`src/rtl/radix2_divider_pkg.sv`:
```
// Shared types and constants for the radix-2 restoring divider.
//   div_state_t    : IDLE / BUSY / DONE sequencer states
//   DIV_WIDTH      : full operand width (double-word divide)
//   DIV_WORD_WIDTH : operand width for word divides
//   u128           : packed {remainder, quotient} result type
package radix2_divider_pkg;

  localparam int unsigned DIV_WIDTH      = 64;
  localparam int unsigned DIV_WORD_WIDTH = 32;

  typedef logic [2*DIV_WIDTH-1:0] u128;

  typedef enum logic [1:0] {
    IDLE,
    BUSY,
    DONE
  } div_state_t;

endpackage

```
`src/rtl/radix2_divider_if.sv`:
```
// Execute-stage divide handshake: level-held valid from the requester, one-cycle
// done pulse from the divider.
//   valid  : request, held until done or abort
//   wordEn : 1 = 32-bit divide on a[31:0]/b[31:0]
//   a, b   : unsigned dividend / divisor magnitudes
//   done   : completion pulse, c valid in that cycle
//   c      : {remainder, quotient}
// Modports: master = requester, slave = divider.
interface radix2_divider_if;
  import radix2_divider_pkg::*;

  logic                 valid;
  logic                 wordEn;
  logic [DIV_WIDTH-1:0] a;
  logic [DIV_WIDTH-1:0] b;
  logic                 done;
  u128                  c;

  modport master (
    output valid, wordEn, a, b,
    input  done, c
  );

  modport slave (
    input  valid, wordEn, a, b,
    output done, c
  );

endinterface

```
`src/rtl/radix2_divider_div_step.sv`:
```
// One restoring division step (combinational).
//   rem      : partial remainder before the step (always < divisor)
//   msb      : next dividend bit shifted into the remainder
//   divisor  : divisor magnitude
//   rem_next : partial remainder after the conditional subtract
//   q_bit    : quotient bit produced by this step
module radix2_divider_div_step #(
  parameter int unsigned WIDTH = 64
) (
  input  logic [WIDTH-1:0] rem,
  input  logic             msb,
  input  logic [WIDTH-1:0] divisor,
  output logic [WIDTH-1:0] rem_next,
  output logic             q_bit
);

  // The shifted remainder needs one extra bit; after a successful subtract the
  // result is again < divisor and fits back into WIDTH bits.
  logic [WIDTH:0] shifted;
  logic [WIDTH:0] diff;

  always_comb begin
    shifted = {rem, msb};
    diff    = shifted - {1'b0, divisor};
    q_bit   = (shifted >= {1'b0, divisor});
    rem_next = q_bit ? diff[WIDTH-1:0] : shifted[WIDTH-1:0];
  end

endmodule

```
`src/rtl/radix2_divider.sv`:
```
// Iterative restoring radix-2 unsigned divider. Divides pre-conditioned
// magnitudes one bit per cycle and returns {remainder, quotient}.
// Ports:
//   clk   : clock, rising edge
//   reset : asynchronous active-high reset, discards any operation in flight
//   bus   : radix2_divider_if.slave (valid/wordEn/a/b in, done/c out)
// Build option: define DIVIDER_EARLY_OUT_EN to finish in one cycle when the
// effective dividend is below a nonzero divisor.
module radix2_divider
  import radix2_divider_pkg::*;
#(
  parameter int unsigned WIDTH      = DIV_WIDTH,
  parameter int unsigned WORD_WIDTH = DIV_WORD_WIDTH
) (
  input logic               clk,
  input logic               reset,
  radix2_divider_if.slave   bus
);

  localparam int unsigned CntW = $clog2(WIDTH + 1);
  localparam int unsigned PadW = WIDTH - WORD_WIDTH;

  div_state_t           state_q, state_d;
  logic [WIDTH-1:0]     rem_q, rem_d;
  logic [WIDTH-1:0]     dvd_q, dvd_d;   // dividend in, quotient shifts in at LSB
  logic [WIDTH-1:0]     dvs_q, dvs_d;
  logic                 word_q, word_d;
  logic [CntW-1:0]      cnt_q, cnt_d;
  logic [2*WIDTH-1:0]   c_q, c_d;

  logic [WIDTH-1:0]     a_eff, b_eff;
  logic                 b_zero;
  logic                 step_msb;
  logic [WIDTH-1:0]     step_rem;
  logic                 step_q;
  logic [WIDTH-1:0]     quo_next;

  function automatic logic [2*WIDTH-1:0] pack_result(input logic             word,
                                                     input logic [WIDTH-1:0] rem,
                                                     input logic [WIDTH-1:0] quo);
    if (word) begin
      return {{PadW{1'b0}}, rem[WORD_WIDTH-1:0], {PadW{1'b0}}, quo[WORD_WIDTH-1:0]};
    end
    return {rem, quo};
  endfunction

  // Word mode zero-extends from bit WORD_WIDTH-1; upper input bits are ignored.
  always_comb begin
    a_eff  = bus.wordEn ? {{PadW{1'b0}}, bus.a[WORD_WIDTH-1:0]} : bus.a;
    b_eff  = bus.wordEn ? {{PadW{1'b0}}, bus.b[WORD_WIDTH-1:0]} : bus.b;
    b_zero = (b_eff == '0);
  end

  // In word mode the dividend lives in the low half, so its MSB is bit WORD_WIDTH-1.
  assign step_msb = word_q ? dvd_q[WORD_WIDTH-1] : dvd_q[WIDTH-1];
  assign quo_next = {dvd_q[WIDTH-2:0], step_q};

  radix2_divider_div_step #(
    .WIDTH (WIDTH)
  ) u_step (
    .rem      (rem_q),
    .msb      (step_msb),
    .divisor  (dvs_q),
    .rem_next (step_rem),
    .q_bit    (step_q)
  );

  // State register
  always_ff @(posedge clk or posedge reset) begin
    if (reset) begin
      state_q <= IDLE;
      rem_q   <= '0;
      dvd_q   <= '0;
      dvs_q   <= '0;
      word_q  <= 1'b0;
      cnt_q   <= '0;
      c_q     <= '0;
    end else begin
      state_q <= state_d;
      rem_q   <= rem_d;
      dvd_q   <= dvd_d;
      dvs_q   <= dvs_d;
      word_q  <= word_d;
      cnt_q   <= cnt_d;
      c_q     <= c_d;
    end
  end

  // Next-state and datapath
  always_comb begin
    state_d = state_q;
    rem_d   = rem_q;
    dvd_d   = dvd_q;
    dvs_d   = dvs_q;
    word_d  = word_q;
    cnt_d   = cnt_q;
    c_d     = c_q;

    unique case (state_q)
      IDLE: begin
        if (bus.valid) begin
          rem_d  = '0;
          dvd_d  = a_eff;
          dvs_d  = b_eff;
          word_d = bus.wordEn;
          cnt_d  = bus.wordEn ? CntW'(WORD_WIDTH) : CntW'(WIDTH);
          if (b_zero) begin
            c_d     = pack_result(bus.wordEn, a_eff, '1);
            state_d = DONE;
`ifdef DIVIDER_EARLY_OUT_EN
          end else if (a_eff < b_eff) begin
            c_d     = pack_result(bus.wordEn, a_eff, '0);
            state_d = DONE;
`endif
          end else begin
            state_d = BUSY;
          end
        end
      end

      BUSY: begin
        if (!bus.valid) begin
          // Abort: result register keeps the previous completion.
          state_d = IDLE;
        end else begin
          rem_d = step_rem;
          dvd_d = quo_next;
          cnt_d = cnt_q - 1'b1;
          if (cnt_q == CntW'(1)) begin
            c_d     = pack_result(word_q, step_rem, quo_next);
            state_d = DONE;
          end
        end
      end

      DONE: begin
        state_d = IDLE;
      end

      default: begin
        state_d = IDLE;
      end
    endcase
  end

  // Outputs
  always_comb begin
    bus.done = (state_q == DONE);
    bus.c    = c_q;
  end

endmodule

```
`src/flat_wrapper.sv`:
```
// flat-port wrapper written by rule: the top's interface ports become plain ports
module radix2_divider_flat import radix2_divider_pkg::*;
#(
  parameter int unsigned WIDTH      = DIV_WIDTH,
  parameter int unsigned WORD_WIDTH = DIV_WORD_WIDTH
)
  (clk, reset, bus_valid, bus_wordEn, bus_a, bus_b, bus_done, bus_c);
  radix2_divider_if bus_i ();
  input logic clk;
  input logic reset;
  input wire logic [$bits(bus_i.valid)-1:0] bus_valid;
  input wire logic [$bits(bus_i.wordEn)-1:0] bus_wordEn;
  input wire logic [$bits(bus_i.a)-1:0] bus_a;
  input wire logic [$bits(bus_i.b)-1:0] bus_b;
  output wire logic [$bits(bus_i.done)-1:0] bus_done;
  output wire logic [$bits(bus_i.c)-1:0] bus_c;
  assign bus_i.valid = bus_valid;
  assign bus_i.wordEn = bus_wordEn;
  assign bus_i.a = bus_a;
  assign bus_i.b = bus_b;
  assign bus_done = bus_i.done;
  assign bus_c = bus_i.c;
  radix2_divider #(.WIDTH(WIDTH), .WORD_WIDTH(WORD_WIDTH)) u_core (.clk(clk), .reset(reset), .bus(bus_i));
endmodule
```
`config.mk`:
```
export PLATFORM = sky130hd
export DESIGN_NAME = radix2_divider_flat
export DESIGN_NICKNAME = d
export VERILOG_FILES = /design/src/rtl/radix2_divider_pkg.sv /design/src/rtl/radix2_divider_if.sv /design/src/rtl/radix2_divider_div_step.sv /design/src/rtl/radix2_divider.sv /design/src/flat_wrapper.sv
export SDC_FILE = /design/constraint.sdc
export NUM_CORES = 1
export LEC_CHECK = 0
export ABC_AREA = 1
export BUFFER_PORTS_ARGS = -buffer_cell sky130_fd_sc_hd__buf_4
export CAP_MARGIN = 20
export CORE_ASPECT_RATIO = 0.5
export CORE_MARGIN = 5
export CORE_UTILIZATION = 30
export CTS_CLUSTER_DIAMETER = 120
export DETAILED_ROUTE_END_ITERATION = 8
export SLEW_MARGIN = 15
export SYNTH_ARGS = -nofsm -noshare
export SYNTH_HDL_FRONTEND = slang
export SYNTH_SLANG_ARGS = --single-unit
```
`constraint.sdc`:
```
create_clock -name clk -period 15.1 [get_ports clk]
set_clock_uncertainty 0.2 [all_clocks]
set_input_delay 2.265 -clock clk [delete_from_list [all_inputs] [get_ports clk]]
set_output_delay 2.265 -clock clk [all_outputs]
set_load 0.02 [all_outputs]
```
==> flow_metrics.tcl, run 1 <==
set metrics [dict create \
    first_global_vias 19300 \
    grt_pass1_wl_um 113000 \
    root_buffer "clkbuf_16" \
    routed_via_density 4.89 \
    irDropWorstVdd_mv 0.103 \
    detail_route.wl_per_cell_um 18.1 \
    track_usage_pct 19.5 \
    met2_usage_pct 33.5 \
    start_util_pct 30.4 \
    synth_seq_cells 330 \
    holdWs_ns 0.285 \
    netlist_top_cells_area "dfrtp_1, nand2_1, inv_1" \
    avgSynthCellArea_um2 6.91 \
    worstPathMaxFanout 93 \
    post_cts_buffers 0 \
    place.detailed.hpwl_um 57100 \
    synth-xor-area-share_pct 1.03 \
    clock_latency_ns 0.54 \
    synthAdderAreaFrac_pct 4.13 \
    final_common_cell "nand2_1" \
    grtUsageMet3_pct 2.49 \
    cts_hold_repair.buffers 0 \
    die_h_um 195 \
    final.setup.tns_ns 0 \
    synth_top_family_by_area "simple AND/OR/NAND/NOR gates" \
    drtIter0Drc 1908 \
    slew-limit-headroom_pct 33.5 \
    hold_violations 0 \
    drv_cap 0 \
    report.final.slew_viol_count 0 \
    cp-end-kind "flop" \
    worst_pin_slew_ns 0.997 \
    syn_nets 3159 \
    synth_compound_area_share_pct 14.4 \
    setup_viol 0 \
    p_leak_nw 12.4 \
    yosys.area.top_type "dfrtp_1" \
    grt_max_degree 146 \
    clkSinkCount 330 \
    grt_setup_unrepaired "no" \
    period_share_pct 42.7 \
    ant_nets 0 \
    core-area_mm2 0.0672 \
    busiest_layer "met2" \
    cts_tree "done" \
    drc 0 \
    hold_path.class "flop to flop" \
    fmax_mhz 155 \
    status "completed" \
    area_delta_synth_final_pct 19.1 \
    crit_path_start_kind "input port" \
    ios 261 \
    global_route.usage.met1_pct 25.6 \
    min_period_ns 6.45 \
    ys_seq_area_share_pct 40.3 \
    grt_overflow 0 \
    nFillCells 7203 \
    synth_cell_type_count 44 \
    drt-pass1-iter-count 7 \
    powerDensity_mw_per_mm2 268 \
    num_vias 20000 \
    synth_top_area_share_pct 40.3 \
    critPathKind "input port to flop" \
    synth_cells 2960 \
    antenna_found_initial 1 \
    die_w_um 379 \
    ys_warn_count 0 \
    muxShareOfSynthArea_pct 0 \
    final_cell_mix "nand2_1, inv_1, dfrtp_1, nor2_1, buf_4" \
    rows 67 \
    die_area_mm2 0.0739 \
    cts_max_level 2 \
    fin_nets 3353 \
    crit_arrival_ns 6.68 \
    path_clk_slew_ns 0.07 \
    io_buffers 260 \
    drt-total-wl_um 73900 \
    final_layout_size_suffix_gt1_share_pct 12.5 \
    yosys.area_share.simple_pct 29.7 \
    crit_required_ns 15.33 \
    place_congestion 0.963 \
    cts_resized 0 \
    netlist_area_mm2 0.0205 \
    clk_path_buf_depth 3 \
    cts_made_buffers 36 \
]
## critical path, cell delays in order
cell and delay, ns:
buf_4 0.22, inv_2 0.22, nand2_1 0.13, nand3_1 0.09
nor4_1 0.80, nand3_1 0.44, nand2_1 0.23, nand2_4 0.19
buf_16 0.26, inv_4 0.50, buf_4 0.78, nand2_1 0.14
o21bai_1 0.17, inv_1 0.05
## cell type report
class / count / area (um2) / share of cell area (%)
Antenna cell: 1 / 2.50 / 0.0103
Multi-Input combinational cell: 2090 / 10100 / 41.5
Sequential cell: 330 / 8260 / 33.9
Clock buffer: 54 / 1100 / 4.50
Clock inverter: 11 / 72.6 / 0.298
Tap cell: 897 / 1120 / 4.60
Inverter: 420 / 1590 / 6.51
Timing Repair Buffer: 276 / 2120 / 8.70
## cell families after synthesis
| logic type | count (synthesis) |
|---|---|
| and+or+nand+nor | 1460 |
| buffers and inverters | 540 |
| AOI/OAI and AO/OA | 539 |
| DFF | 330 |
| adders and majority gates | 67 |
| xor gates and xnor gates | 24 |
## power breakdown
| part | internal, mW | switching [mW] |
|---|---|---|
| registers | 1.28 | 0.261 |
| logic | 1.27 | 2.84 |
| clock network | 0.505 | 0.377 |
## state kept, by name, indices dropped and copies added, names as in the netlist
signal,count
u_core.word_q,1
u_core.state_q,2
u_core.cnt_q,7
u_core.bus.c,128
u_core.rem_q,64
u_core.dvs_q,64
u_core.dvd_q,64
## layer usage
| layer | share of wire [%] | up-vias |
|---|---|---|
| met2 | 49 | 484 |
| met1 | 43 | 9520 |
| met3 | 4.9 | 108 |
| met5 | 0 | - |
| met4 | 3.3 | 0 |
| li1 | - | 9839 |
## Yosys cell counts, drive strengths merged
cell    count
nand2     913
inv       420
dfrtp     330
nor2      288
o21ai     230
nand3     163
a21oi     150
a31oi     118
clkbuf     82
ha         66
buf        38
o21bai     33
or2        25
nand4      23
xor2       21
nand3b     15
nor3       12
nor4       10
and2        8
o22ai       3
xnor2       3
and3        2
o211ai      2
a22o        1
a22oi       1
fa          1
nor3b       1
o21a        1
## per-stage QoR
stage / worst slack (ns) / cell area [um2] / cells / utilization, % / power, mW
floorplan: 3.50 / 20500 / 2960 / - / 4.24
global placement: 8.00 / 23200 / 4010 / 34.4 / 5.59
detailed placement: 7.91 / 23200 / 4010 / 34.4 / 5.62
CTS: 8.48 / 24300 / 4075 / 36.2 / 6.53
global route: 8.52 / 24400 / 4079 / 36.3 / 7.08
finish: 8.65 / 24400 / 4079 / 36.3 / 6.53
## final timing paths
kind                             startpoint           endpoint  cells after the start  slack, ns
max in group asynchronous             reset  u_core.state_q[0]                      4      10.89
min                         u_core.dvs_q[0]    u_core.dvs_q[0]                      2       0.28
min in group asynchronous             reset    u_core.dvd_q[6]                      2       1.68
min reg2reg                 u_core.dvs_q[0]    u_core.dvs_q[0]                      2       0.28
max                              bus_wordEn   u_core.bus.c[75]                     14       8.65
max reg2reg                u_core.rem_q[47]   u_core.rem_q[30]                     17      11.13
Note: power is estimated with default switching activity, not from simulation.
==> run 2, diff against run 1 <==
==> constraint.sdc (replaced) <==
create_clock -name clk -period 5.4 [get_ports clk]
set_clock_uncertainty 0.2 [all_clocks]
set_input_delay 0.81 -clock clk [delete_from_list [all_inputs] [get_ports clk]]
set_output_delay 0.81 -clock clk [all_outputs]
set_load 0.02 [all_outputs]
==> flow_metrics.tcl, run 2 (synthesized netlist as in run 1, its figures left out) <==
set metrics [dict create \
    whs_path_depth 3 \
    cts_resized 0 \
    fin_ws_ns 1.61 \
    grt_overflow 0 \
    global_route.usage.met1_pct 25.3 \
    crit_arrival_ns 4.06 \
    place.detailed.hpwl_um 57500 \
    setup_viol 0 \
    slew-limit-headroom_pct 19.7 \
    cts_tree "done" \
    multi_input_area_mm2 0.0101 \
    met2_usage_pct 34.4 \
    place_congestion 1.02 \
    irDropWorstVdd_mv 0.340 \
    die_area_mm2 0.0739 \
    cts_made_buffers 37 \
    min_to "u_core.dvs_q[1]" \
    root_buffer "clkbuf_16" \
    cp-end-kind "flop" \
    largest_reg_flops 128 \
    routed_via_density 4.91 \
    seqCellArea_mm2 0.00826 \
    busiest_layer "met2" \
    r2r-start "u_core.rem_q[6]" \
    ios 261 \
    critPathKind "flop to flop" \
    die_w_um 379 \
    final_layout_size_suffix_gt1_share_pct 12.5 \
    rows 67 \
    first_global_vias 19300 \
    final.setup.tns_ns 0 \
    clk_path_buf_depth 3 \
    finalPower_mw 18.4 \
    report.final.slew_viol_count 0 \
    post_cts_buffers 0 \
    hold_path.class "input port to flop" \
    drv_cap 0 \
    drt-total-wl_um 74700 \
    drtIter0Drc 1869 \
    area_delta_synth_final_pct 19.2 \
    dp_slack_ns 1.22 \
    nFillCells 7200 \
    io_buffers 260 \
    hold_violations 0 \
    final_cell_mix "nand2_1, inv_1, dfrtp_1, nor2_1, buf_4" \
    crit_path_start_kind "flop" \
    holdWs_ns 0.274 \
    antenna_found_initial 0 \
    track_usage_pct 19.7 \
    reg2reg_slack_ns 1.61 \
    drt-pass1-iter-count 6 \
    stdcell_area_mm2 0.0244 \
    clkSinkCount 330 \
    powerDensity_mw_per_mm2 754 \
    fin_nets 3351 \
    min_period_ns 3.79 \
    num_antenna_cells 0 \
    grt_setup_unrepaired "no" \
    status "completed" \
    place_area_mm2 0.0232 \
    r2r_cells 15 \
    p_leak_nw 12.4 \
    core-area_mm2 0.0672 \
    num_vias 20000 \
    path_clk_slew_ns 0.07 \
    crit_start "u_core.rem_q[6]" \
    worstPathMaxFanout 37 \
    die_h_um 195 \
    final_common_cell "nand2_1" \
    cts_hold_repair.buffers 0 \
    grt_max_degree 221 \
    clock_latency_ns 0.55 \
    cts_max_level 2 \
    period_share_pct 70.2 \
    worst_pin_slew_ns 1.20 \
    crit_required_ns 5.67 \
    grt_pass1_wl_um 114000 \
    ant_nets 0 \
    detail_route.wl_per_cell_um 18.3 \
    holdCritStartpoint "bus_b[1]" \
    grtUsageMet3_pct 2.66 \
    drc 0 \
    fmax_mhz 264 \
    rr_endpoint "u_core.rem_q[30]" \
    start_util_pct 30.4 \
]
-- run 2: per-layer routing --
metal	part of all wire, %	routed length (um)	vias to the layer above
li1	-	-	9843
met1	42	31700	9514
met2	49	36700	530
met3	5.1	3830	125
met4	3.4	2550	0
met5	0	0	-
-- run 2: critical path, cell delays in order, from the launching register on --
cell     delay [ns]
dfrtp_1        0.40
ha_1           0.36
nand2_1        0.12
nor2_1         0.54
nand3_1        0.29
nor2_1         0.16
nand2_1        0.08
nand3_2        0.09
nor2_4         0.08
nand2_8        0.26
nand2_4        0.13
inv_2          0.56
nand3_1        0.18
nand2_1        0.11
nand2_1        0.05
nand2_1        0.09
-- run 2: how the worst max path moves through the flow --
| stage | endpoint | slack, ns | cells past startpoint |
|---|---|---|---|
| after global placement | u_core.bus.c[77] | 1.27 | 13 |
| after detailed placement | u_core.bus.c[86] | 1.22 | 13 |
| after CTS | u_core.bus.c[93] | 1.65 | 15 |
| after global routing | u_core.rem_q[30] | 1.37 | 15 |
| final | u_core.rem_q[30] | 1.61 | 15 |
| after floorplan | u_core.bus.c[0] | -0.02 | 1 |
-- run 2: layout make-up --
cell class | count | share of cell area (%)
inverter | 420 | 6.49
tap | 897 | 4.60
sequential | 330 | 33.8
timing repair buffer | 273 | 8.60
multi-input combinational | 2090 | 41.5
clock buffer | 50 | 4.37
clock inverter | 17 | 0.615
-- run 2: stage by stage --
| step | std cells | utilization [%] |
|---|---|---|
| after floorplan | 2960 | - |
| after global placement | 4010 | 34.5 |
| after detailed placement | 4010 | 34.5 |
| after CTS | 4077 | 36.3 |
| after global routing | 4077 | 36.3 |
| final | 4077 | 36.3 |
-- run 2: power by group --
group | switching, mW | internal, mW | leakage, nW | total, mW
clock | 1.11 | 1.45 | 0.595 | 2.56
combinational | 7.97 | 3.54 | 7.84 | 11.5
sequential | 0.744 | 3.57 | 3.99 | 4.32
total | 9.82 | 8.56 | 12.4 | 18.4
